**config.mk**
```make
export PLATFORM = sky130hd
export DESIGN_NAME = fwd_hazard_unit
export DESIGN_NICKNAME = d
export VERILOG_FILES = /design/src/rtl/cpu_types_pkg.sv /design/src/rtl/fwd_hazard_unit_fwd_select.sv /design/src/rtl/fwd_hazard_unit.sv
export SDC_FILE = /design/constraint.sdc
export NUM_CORES = 1
export LEC_CHECK = 0
export ABC_AREA = 1
export CORE_MARGIN = 5
export CORE_UTILIZATION = 44
export CTS_CLUSTER_DIAMETER = 80
export DETAILED_ROUTE_END_ITERATION = 10
export GPL_ROUTABILITY_DRIVEN = 0
export PLACE_DENSITY = 0.86
export SETUP_SLACK_MARGIN = 0.1
export SLEW_MARGIN = 20
export SYNTH_ARGS = -nofsm -noshare
export SYNTH_HDL_FRONTEND = slang
export SYNTH_SLANG_ARGS = --single-unit
```
**constraint.sdc**
```tcl
create_clock -name CLK -period 2.7 [get_ports CLK]
set_clock_uncertainty 0.1 [all_clocks]
set_input_delay 0.675 -clock CLK [delete_from_list [all_inputs] [get_ports CLK]]
set_output_delay 0.675 -clock CLK [all_outputs]
set_load 0.02 [all_outputs]
```
**src/rtl/cpu_types_pkg.sv**
```systemverilog
// Shared CPU pipeline types: register index type, multiplier FSM states, forward-select constants.
// Latency: n/a (types and constants only).
// Backpressure: n/a.
package cpu_types_pkg;

    // Default architectural register index width.
    localparam int REGW_DEF = 5;

    typedef logic [REGW_DEF-1:0] regbits_t;

    // Multiplier tracking FSM states.
    typedef enum logic [0:0] {
        IDLE = 1'b0,
        BUSY = 1'b1
    } mul_state_t;

    // Forward select value meaning "take the operand from the register file".
    localparam int FWD_RF = 0;

endpackage : cpu_types_pkg

```
**src/rtl/fwd_hazard_unit_fwd_select.sv**
```systemverilog
// Priority matcher: compares one EX source against every post-EX stage destination.
// Latency: combinational.
// Backpressure: none; the youngest matching writer (lowest stage index) wins, x0 never matches.
module fwd_select
    import cpu_types_pkg::*;
#(
    parameter int NSTAGES = 2,
    parameter int REGW    = 5,
    parameter int SELW    = $clog2(NSTAGES + 1)
) (
    input  logic [REGW-1:0]         rs_i,
    input  logic [NSTAGES*REGW-1:0] rd_stage_i,
    input  logic [NSTAGES-1:0]      wen_stage_i,
    output logic [SELW-1:0]         sel_o
);

    // Scan oldest to youngest so the youngest match is the last one written.
    always_comb begin
        sel_o = SELW'(FWD_RF);
        for (int k = NSTAGES - 1; k >= 0; k--) begin
            if (wen_stage_i[k] &&
                (rd_stage_i[k*REGW +: REGW] != '0) &&
                (rd_stage_i[k*REGW +: REGW] == rs_i)) begin
                sel_o = SELW'(k + 1);
            end
        end
    end

endmodule : fwd_select

```
**src/rtl/fwd_hazard_unit.sv**
```systemverilog
// EX operand forwarding, ID load-use detection and single-op multiplier scoreboard.
// Latency: forward selects and stall are combinational; multiplier tracking is a registered FSM.
// Backpressure: stall_id holds PC/IF/ID and bubbles EX; a stalled or flushed multiply does not issue.
// Optional statistics counters are enabled with the FWD_HAZARD_STATS_EN macro.
module fwd_hazard_unit
    import cpu_types_pkg::*;
#(
    parameter int NSTAGES = 2,
    parameter int REGW    = 5,
    parameter int MUL_LAT = 3,
    parameter int SELW    = $clog2(NSTAGES + 1)
) (
    input  logic                    CLK,
    input  logic                    nRST,
    input  logic [REGW-1:0]         rs1_ex,
    input  logic [REGW-1:0]         rs2_ex,
    input  logic [NSTAGES*REGW-1:0] rd_stage,
    input  logic [NSTAGES-1:0]      wen_stage,
    input  logic [REGW-1:0]         rs1_id,
    input  logic [REGW-1:0]         rs2_id,
    input  logic                    id_is_mul,
    input  logic [REGW-1:0]         rd_ex,
    input  logic                    wen_ex,
    input  logic                    ex_is_load,
    input  logic                    ex_is_mul,
    input  logic                    flush,
    output logic [SELW-1:0]         fwd_a,
    output logic [SELW-1:0]         fwd_b,
    output logic                    stall_id,
    output logic                    mul_busy
`ifdef FWD_HAZARD_STATS_EN
    ,
    output logic [31:0]             fwd_count,
    output logic [31:0]             lu_stall_count,
    output logic [31:0]             sb_stall_count
`endif
);

    localparam int CNTW = (MUL_LAT > 1) ? $clog2(MUL_LAT + 1) : 1;

    mul_state_t      state_q;
    logic [CNTW-1:0] cnt_q;
    logic [REGW-1:0] pend_rd_q;

    logic lu;
    logic sb;
    logic mul_issue;

    // Source 1 forwarding select.
    fwd_select #(
        .NSTAGES (NSTAGES),
        .REGW    (REGW),
        .SELW    (SELW)
    ) u_fwd_a (
        .rs_i        (rs1_ex),
        .rd_stage_i  (rd_stage),
        .wen_stage_i (wen_stage),
        .sel_o       (fwd_a)
    );

    // Source 2 forwarding select.
    fwd_select #(
        .NSTAGES (NSTAGES),
        .REGW    (REGW),
        .SELW    (SELW)
    ) u_fwd_b (
        .rs_i        (rs2_ex),
        .rd_stage_i  (rd_stage),
        .wen_stage_i (wen_stage),
        .sel_o       (fwd_b)
    );

    // Hazard detection: load-use against the EX load, scoreboard against the in-flight multiply.
    always_comb begin
        lu = wen_ex && ex_is_load && !flush && (rd_ex != '0) &&
             ((rd_ex == rs1_id) || (rd_ex == rs2_id));
        sb = mul_busy &&
             (((pend_rd_q != '0) && ((pend_rd_q == rs1_id) || (pend_rd_q == rs2_id))) ||
              id_is_mul);
        stall_id  = lu || sb;
        mul_issue = ex_is_mul && !flush && !stall_id;
    end

    assign mul_busy = (state_q == BUSY);

    // Multiplier countdown FSM; a flush never cancels an op already in flight.
    always_ff @(posedge CLK or negedge nRST) begin
        if (!nRST) begin
            state_q   <= IDLE;
            cnt_q     <= '0;
            pend_rd_q <= '0;
        end else begin
            case (state_q)
                IDLE: begin
                    if (mul_issue) begin
                        state_q   <= BUSY;
                        cnt_q     <= CNTW'(MUL_LAT);
                        pend_rd_q <= wen_ex ? rd_ex : '0;
                    end
                end
                BUSY: begin
                    if (cnt_q == CNTW'(1)) begin
                        state_q   <= IDLE;
                        cnt_q     <= '0;
                        pend_rd_q <= '0;
                    end else begin
                        cnt_q <= cnt_q - CNTW'(1);
                    end
                end
                default: begin
                    state_q   <= IDLE;
                    cnt_q     <= '0;
                    pend_rd_q <= '0;
                end
            endcase
        end
    end

`ifdef FWD_HAZARD_STATS_EN
    logic [31:0] fwd_cnt_q;
    logic [31:0] lu_cnt_q;
    logic [31:0] sb_cnt_q;

    // Saturating event counters, one increment per qualifying cycle.
    always_ff @(posedge CLK or negedge nRST) begin
        if (!nRST) begin
            fwd_cnt_q <= '0;
            lu_cnt_q  <= '0;
            sb_cnt_q  <= '0;
        end else begin
            if (((fwd_a != SELW'(FWD_RF)) || (fwd_b != SELW'(FWD_RF))) && (fwd_cnt_q != '1)) begin
                fwd_cnt_q <= fwd_cnt_q + 32'd1;
            end
            if (lu && (lu_cnt_q != '1)) begin
                lu_cnt_q <= lu_cnt_q + 32'd1;
            end
            if (sb && !lu && (sb_cnt_q != '1)) begin
                sb_cnt_q <= sb_cnt_q + 32'd1;
            end
        end
    end

    assign fwd_count      = fwd_cnt_q;
    assign lu_stall_count = lu_cnt_q;
    assign sb_stall_count = sb_cnt_q;
`endif

endmodule : fwd_hazard_unit
```
# == Yosys cells after proc, flatten, opt, wreduce, memory -nomap -nowiden ==
# Index checks and enable logic that the tools add are counted.
# classes
add_sub_neg,1
bitwise,1
reduce_logical,25
mux,14
eq_ne,11
# op_table
cell,count
5-bit equality test,8
5-bit nonzero test,4
5-bit two-way mux,3
1-bit logical AND,14
2-bit two-way mux,6
5-bit one-hot mux with 2 select lines,1
1-bit logical OR,4
2-bit one-hot mux with 2 select lines,1
"2-bit by 1-bit equality test with 1-bit output, second input constant",1
1-bit logical NOT,2
1-bit two-way mux,2
"2-bit by 1-bit inequality test with 1-bit output, second input constant",1
"2-bit inequality test, second input constant",1
1-bit one-hot mux with 2 select lines,1
2-bit AND reduction,1
"2-bit by 1-bit subtractor with 2-bit output, second input constant",1
1-bit NOT,1
# word_totals
out_inout_bits,6
word_cells,55
register_bits,8
input_bits,44

# == Logic depth before layout (Yosys ltp) ==
# depth
word_depth,10
mapped_depth,13
mapped_depth_nobuf,13

# == Modules after synthesis ==
# Synthesis repeated with hierarchy kept, for this count alone.
# unflattened
cells_unflattened,233
hier_area_um2,1232.4
# by_module_without_submodules
module,area_each_um2,instances,cells_each
fwd_hazard_unit,789.5,1,133
fwd_select,221.5,2,50

# == Worst setup path before layout ==
# OpenSTA, ideal clock, no wires.
# synth_path
kind,input-to-output
startpoint,input port rd_stage[0]
endpoint,output port fwd_a[1]
cell_stages,4
arrival_time_ps,1915
path_slack_ps,10
required_ps,1925
cell_sequence,xnor2_1 -> nand3_1 -> nor4_1 -> nor2_1
# synth_via
elab_chain_len,4
word_cells_on_any_way,5
# synth_rtl
element,line,source
"start, declared",fwd_hazard_unit.sv:17,"input logic [NSTAGES*REGW-1:0] rd_stage,"
5-bit nonzero test,fwd_hazard_unit_fwd_select.sv:22,(rd_stage_i[k*REGW +: REGW] != '0) &&
1-bit logical AND,fwd_hazard_unit_fwd_select.sv:21,if (wen_stage_i[k] &&
1-bit logical AND (*),fwd_hazard_unit_fwd_select.sv:22,
2-bit two-way mux (*),fwd_hazard_unit_fwd_select.sv:21,
"end, declared",fwd_hazard_unit.sv:27,"output logic [SELW-1:0] fwd_a,"
# Mark *: on every way between the ends. The rest lies on a longest branch, timed or not.

# == Worst setup path after layout ==
# layout_path
startpoint,input port rs1_ex[3]
endpoint,output port fwd_a[1]
# layout_via
elab_chain_len,4
word_cells_on_any_way,6
# layout_rtl
element,line,source
"start, declared",fwd_hazard_unit.sv:15,"input logic [REGW-1:0] rs1_ex,"
5-bit equality test,fwd_hazard_unit_fwd_select.sv:23,(rd_stage_i[k*REGW +: REGW] == rs_i)) begin
1-bit logical AND,fwd_hazard_unit_fwd_select.sv:22,
2-bit two-way mux,fwd_hazard_unit_fwd_select.sv:21,
2-bit two-way mux (*),fwd_hazard_unit_fwd_select.sv:21,
# Marks and branches as above.

==> reports/summary.txt <==
status - finished clean
Post-Route WL - 3.81 mm
Core ar. - 0.00223 mm2
vias in the first global route - 1429
total clock sinks - 8
Post-DP HPWL - 3.00 mm
total gr overflow - 0
I/O pins - 50
Final Util - 79.7%
Avg Cell Area, Syn - 6.36 um2
Hold Path Class - register to register
metal2 WL - 2.01 mm
Non-Filler Instances - 263
Max clock buf depth - 2
# diodes - 0
routed wl met3 - 238 um
max-slew violations - 0
Synth Register Bits - 8
vias per inst - 5.06
Starting Density - 46.7%
crit-path max cell delay - 480 ps
gr usage total - 22.7%
Post-route DRC - 0
CTS tree - done
vias - 1330
startpoint types - input port
WP buf/inv - 2
number of antenna violations at the first check in global routing - 0
PortBufs - 49
critical setup path kind - input port to primary output
cell chain of the critical path - clkdlybuf4s50_1, xnor2_1, nand4_1, nor2_1, buf_4
Clk Latency, worst-skew pair - 260 ps
post-synthesis sequential area ratio - 19.2%
Die X-Extent - 58.7 um
worst path arrival time - 1820 ps
Yosys cell types - 21
total of max-cap violations - 0
wl on met1 - 1.50 mm
ratio of cells with drive above 1 in the final layout - 24.7%
static leakage - 0.926 nW
R2R setup slack - 940 ps
final-stage net count - 282
fmax - 385 MHz
delay-heaviest family, CP - buffers and inverters
top layer in use - met4
htree depth - 1
clock root buffer - clkbuf_4
routed len/inst - 14.5 um
Net Switching - 0.000387 W
Net Sw Frac - 46.0%
Clock power frac - 10.9%
Synth Instances - 164
RSZ-0062 raised after global routing - no
post-synth net total - 209
count of antenna-violating nets left after detailed routing - 0
Final period util - 96.3%
Total Power - 0.000840 W
CP Capture Type - primary output
Filler cells - 174
post-route minimum period - 2600 ps
Syn-to-layout area delta - 70.5%
first-pass GRT wire length - 6.12 mm
pwr dens - 472 mW/mm2
Detailed Routing Iterations Pass 1 - 4
Hold Vio Cnt, Final - 0
maximum VDD drop - 0.000610 V
largest net degree at the start of global routing - 11
full die area - 0.00345 mm2
Worst slew margin - 76.2%
Worst EP required - 1920 ps
combinational fraction of design power - 59.0%
synth warn - 0
DRT iter0 DRCs - 48
Pint - 0.000454 W
FP Rows - 17
Worst-Margin Slew - 356 ps
synthesized cell area - 0.00104 mm2
Worst Path Max Fanout - 2
Die Ht - 58.7 um
CP max stage cell - clkdlybuf4s50_1
DP Cell Count - 260
Worst-path clk slew - 60 ps
CTS buffer count - 3
# setup viols final - 0
Reg power frac - 30.1%
through the flow:
stage / setup slack, ps / cell area [um2] / hold slack [ps] / TNS (ps)
final: 101 / 1780 / 456 / 0
after global routing: 36.6 / 1780 / 481 / 0
after CTS: 85.6 / 1730 / 448 / 0
after detailed placement: -706 / 1720 / 437 / -3010
after global placement: -598 / 1720 / 409 / -2710
after floorplan: 61.9 / 1060 / 279 / 0
per-layer routing:
layer  track usage, %  up-vias
li1                 -      659
met1             24.6      604
met2             42.3       55
met3             6.80       12
met4             6.47        0
met5                0        -
tightest hold or removal path, cell delays in order (launching register included):
cell	delay [ps]
dfrtp_1	370
nor2_1	60
nor2_1	80
placed cells by master, fill, tap and decap left out, types with 4 or more instances in the layout:
cell type | Yosys | layout
clkdlybuf4s15_1 | 0 | 11
xor2_1 | 15 | 14
nor2_1 | 15 | 13
buf_6 | 1 | 4
clkdlybuf4s50_1 | 0 | 9
nand2_1 | 46 | 45
nor3_1 | 6 | 5
clkbuf_2 | 0 | 7
dfrtp_1 | 8 | 8
dlygate4sd2_1 | 0 | 15
xnor2_1 | 15 | 13
buf_4 | 0 | 22
nand3_1 | 14 | 13
inv_1 | 24 | 23
worst paths after layout:
kind	cells past startpoint	start	end
max	5	rs1_ex[3]	fwd_a[1]
max reg2reg	14	pend_rd_q[3]$_DFFE_PN0P_	pend_rd_q[1]$_DFFE_PN0P_
min	2	cnt_q[0]$_DFFE_PN0P_	cnt_q[0]$_DFFE_PN0P_
min in group asynchronous	1	nRST	cnt_q[0]$_DFFE_PN0P_
min reg2reg	2	cnt_q[0]$_DFFE_PN0P_	cnt_q[0]$_DFFE_PN0P_
max in group asynchronous	1	nRST	pend_rd_q[1]$_DFFE_PN0P_
kinds of logic after synthesis:
family          count (synthesis)  share of synthesized area, %
simple gates                   93                          40.6
xor+xnor                       30                          25.2
buf+inv                        26                          10.1
flops                           8                          19.2
compound gates                  6                          3.72
fa+ha+maj                       1                          1.20
flip-flops by register name, summed over array words and instances, names as in the netlist:
| signal | count |
|---|---|
| cnt_q | 2 |
| pend_rd_q | 5 |
| mul_busy | 1 |
power groups by stage:
| stage | registers (W) | clock network [W] | logic, W |
|---|---|---|---|
| finish | 0.000253 | 0.0000916 | 0.000496 |
| floorplan | 0.000230 | 0 | 0.000308 |
| detailed placement | 0.000253 | 0 | 0.000480 |
| global placement | 0.000250 | 0 | 0.000454 |
| CTS | 0.000251 | 0.0000903 | 0.000470 |
| global route | 0.000261 | 0.000100 | 0.000548 |
Yosys cell counts:
library cell	n	area, um2
nor3_1	6	30.0
buf_6	1	11.3
nand4_1	3	18.8
nand2_1	46	173
xor2_1	15	131
nand2_2	2	12.5
dfrtp_1	8	200
o41ai_1	2	17.5
o21ai_0	1	5.00
nand4_4	1	21.3
a31oi_1	1	6.26
inv_2	1	3.75
inv_1	24	90.1
nand3_1	14	70.1
ha_1	1	12.5
nor2_1	15	56.3
a21oi_1	2	10.0
or2_2	2	12.5
xnor2_1	15	131
nor4_1	3	18.8
nand2_4	1	11.3
timing repair:
action | CTS | global route
endpoints found under the setup margin | 5 | 5
pin swaps | 15 | 15
buffers inserted | 1 | 0
hold buffers | 0 | 0
resized for setup | 77 | 35
cell type report:
cell class              instances  area (um2)  share of cell area, %
clock buffers                   3        22.5                   1.27
well taps                      28        35.0                   1.97
flip-flops and latches          8         200                   11.3
multi-input cells             130         846                   47.5
repair buffers                 69         582                   32.7
inverters                      25        93.8                   5.27
Note: power is estimated with default switching activity, not from simulation.
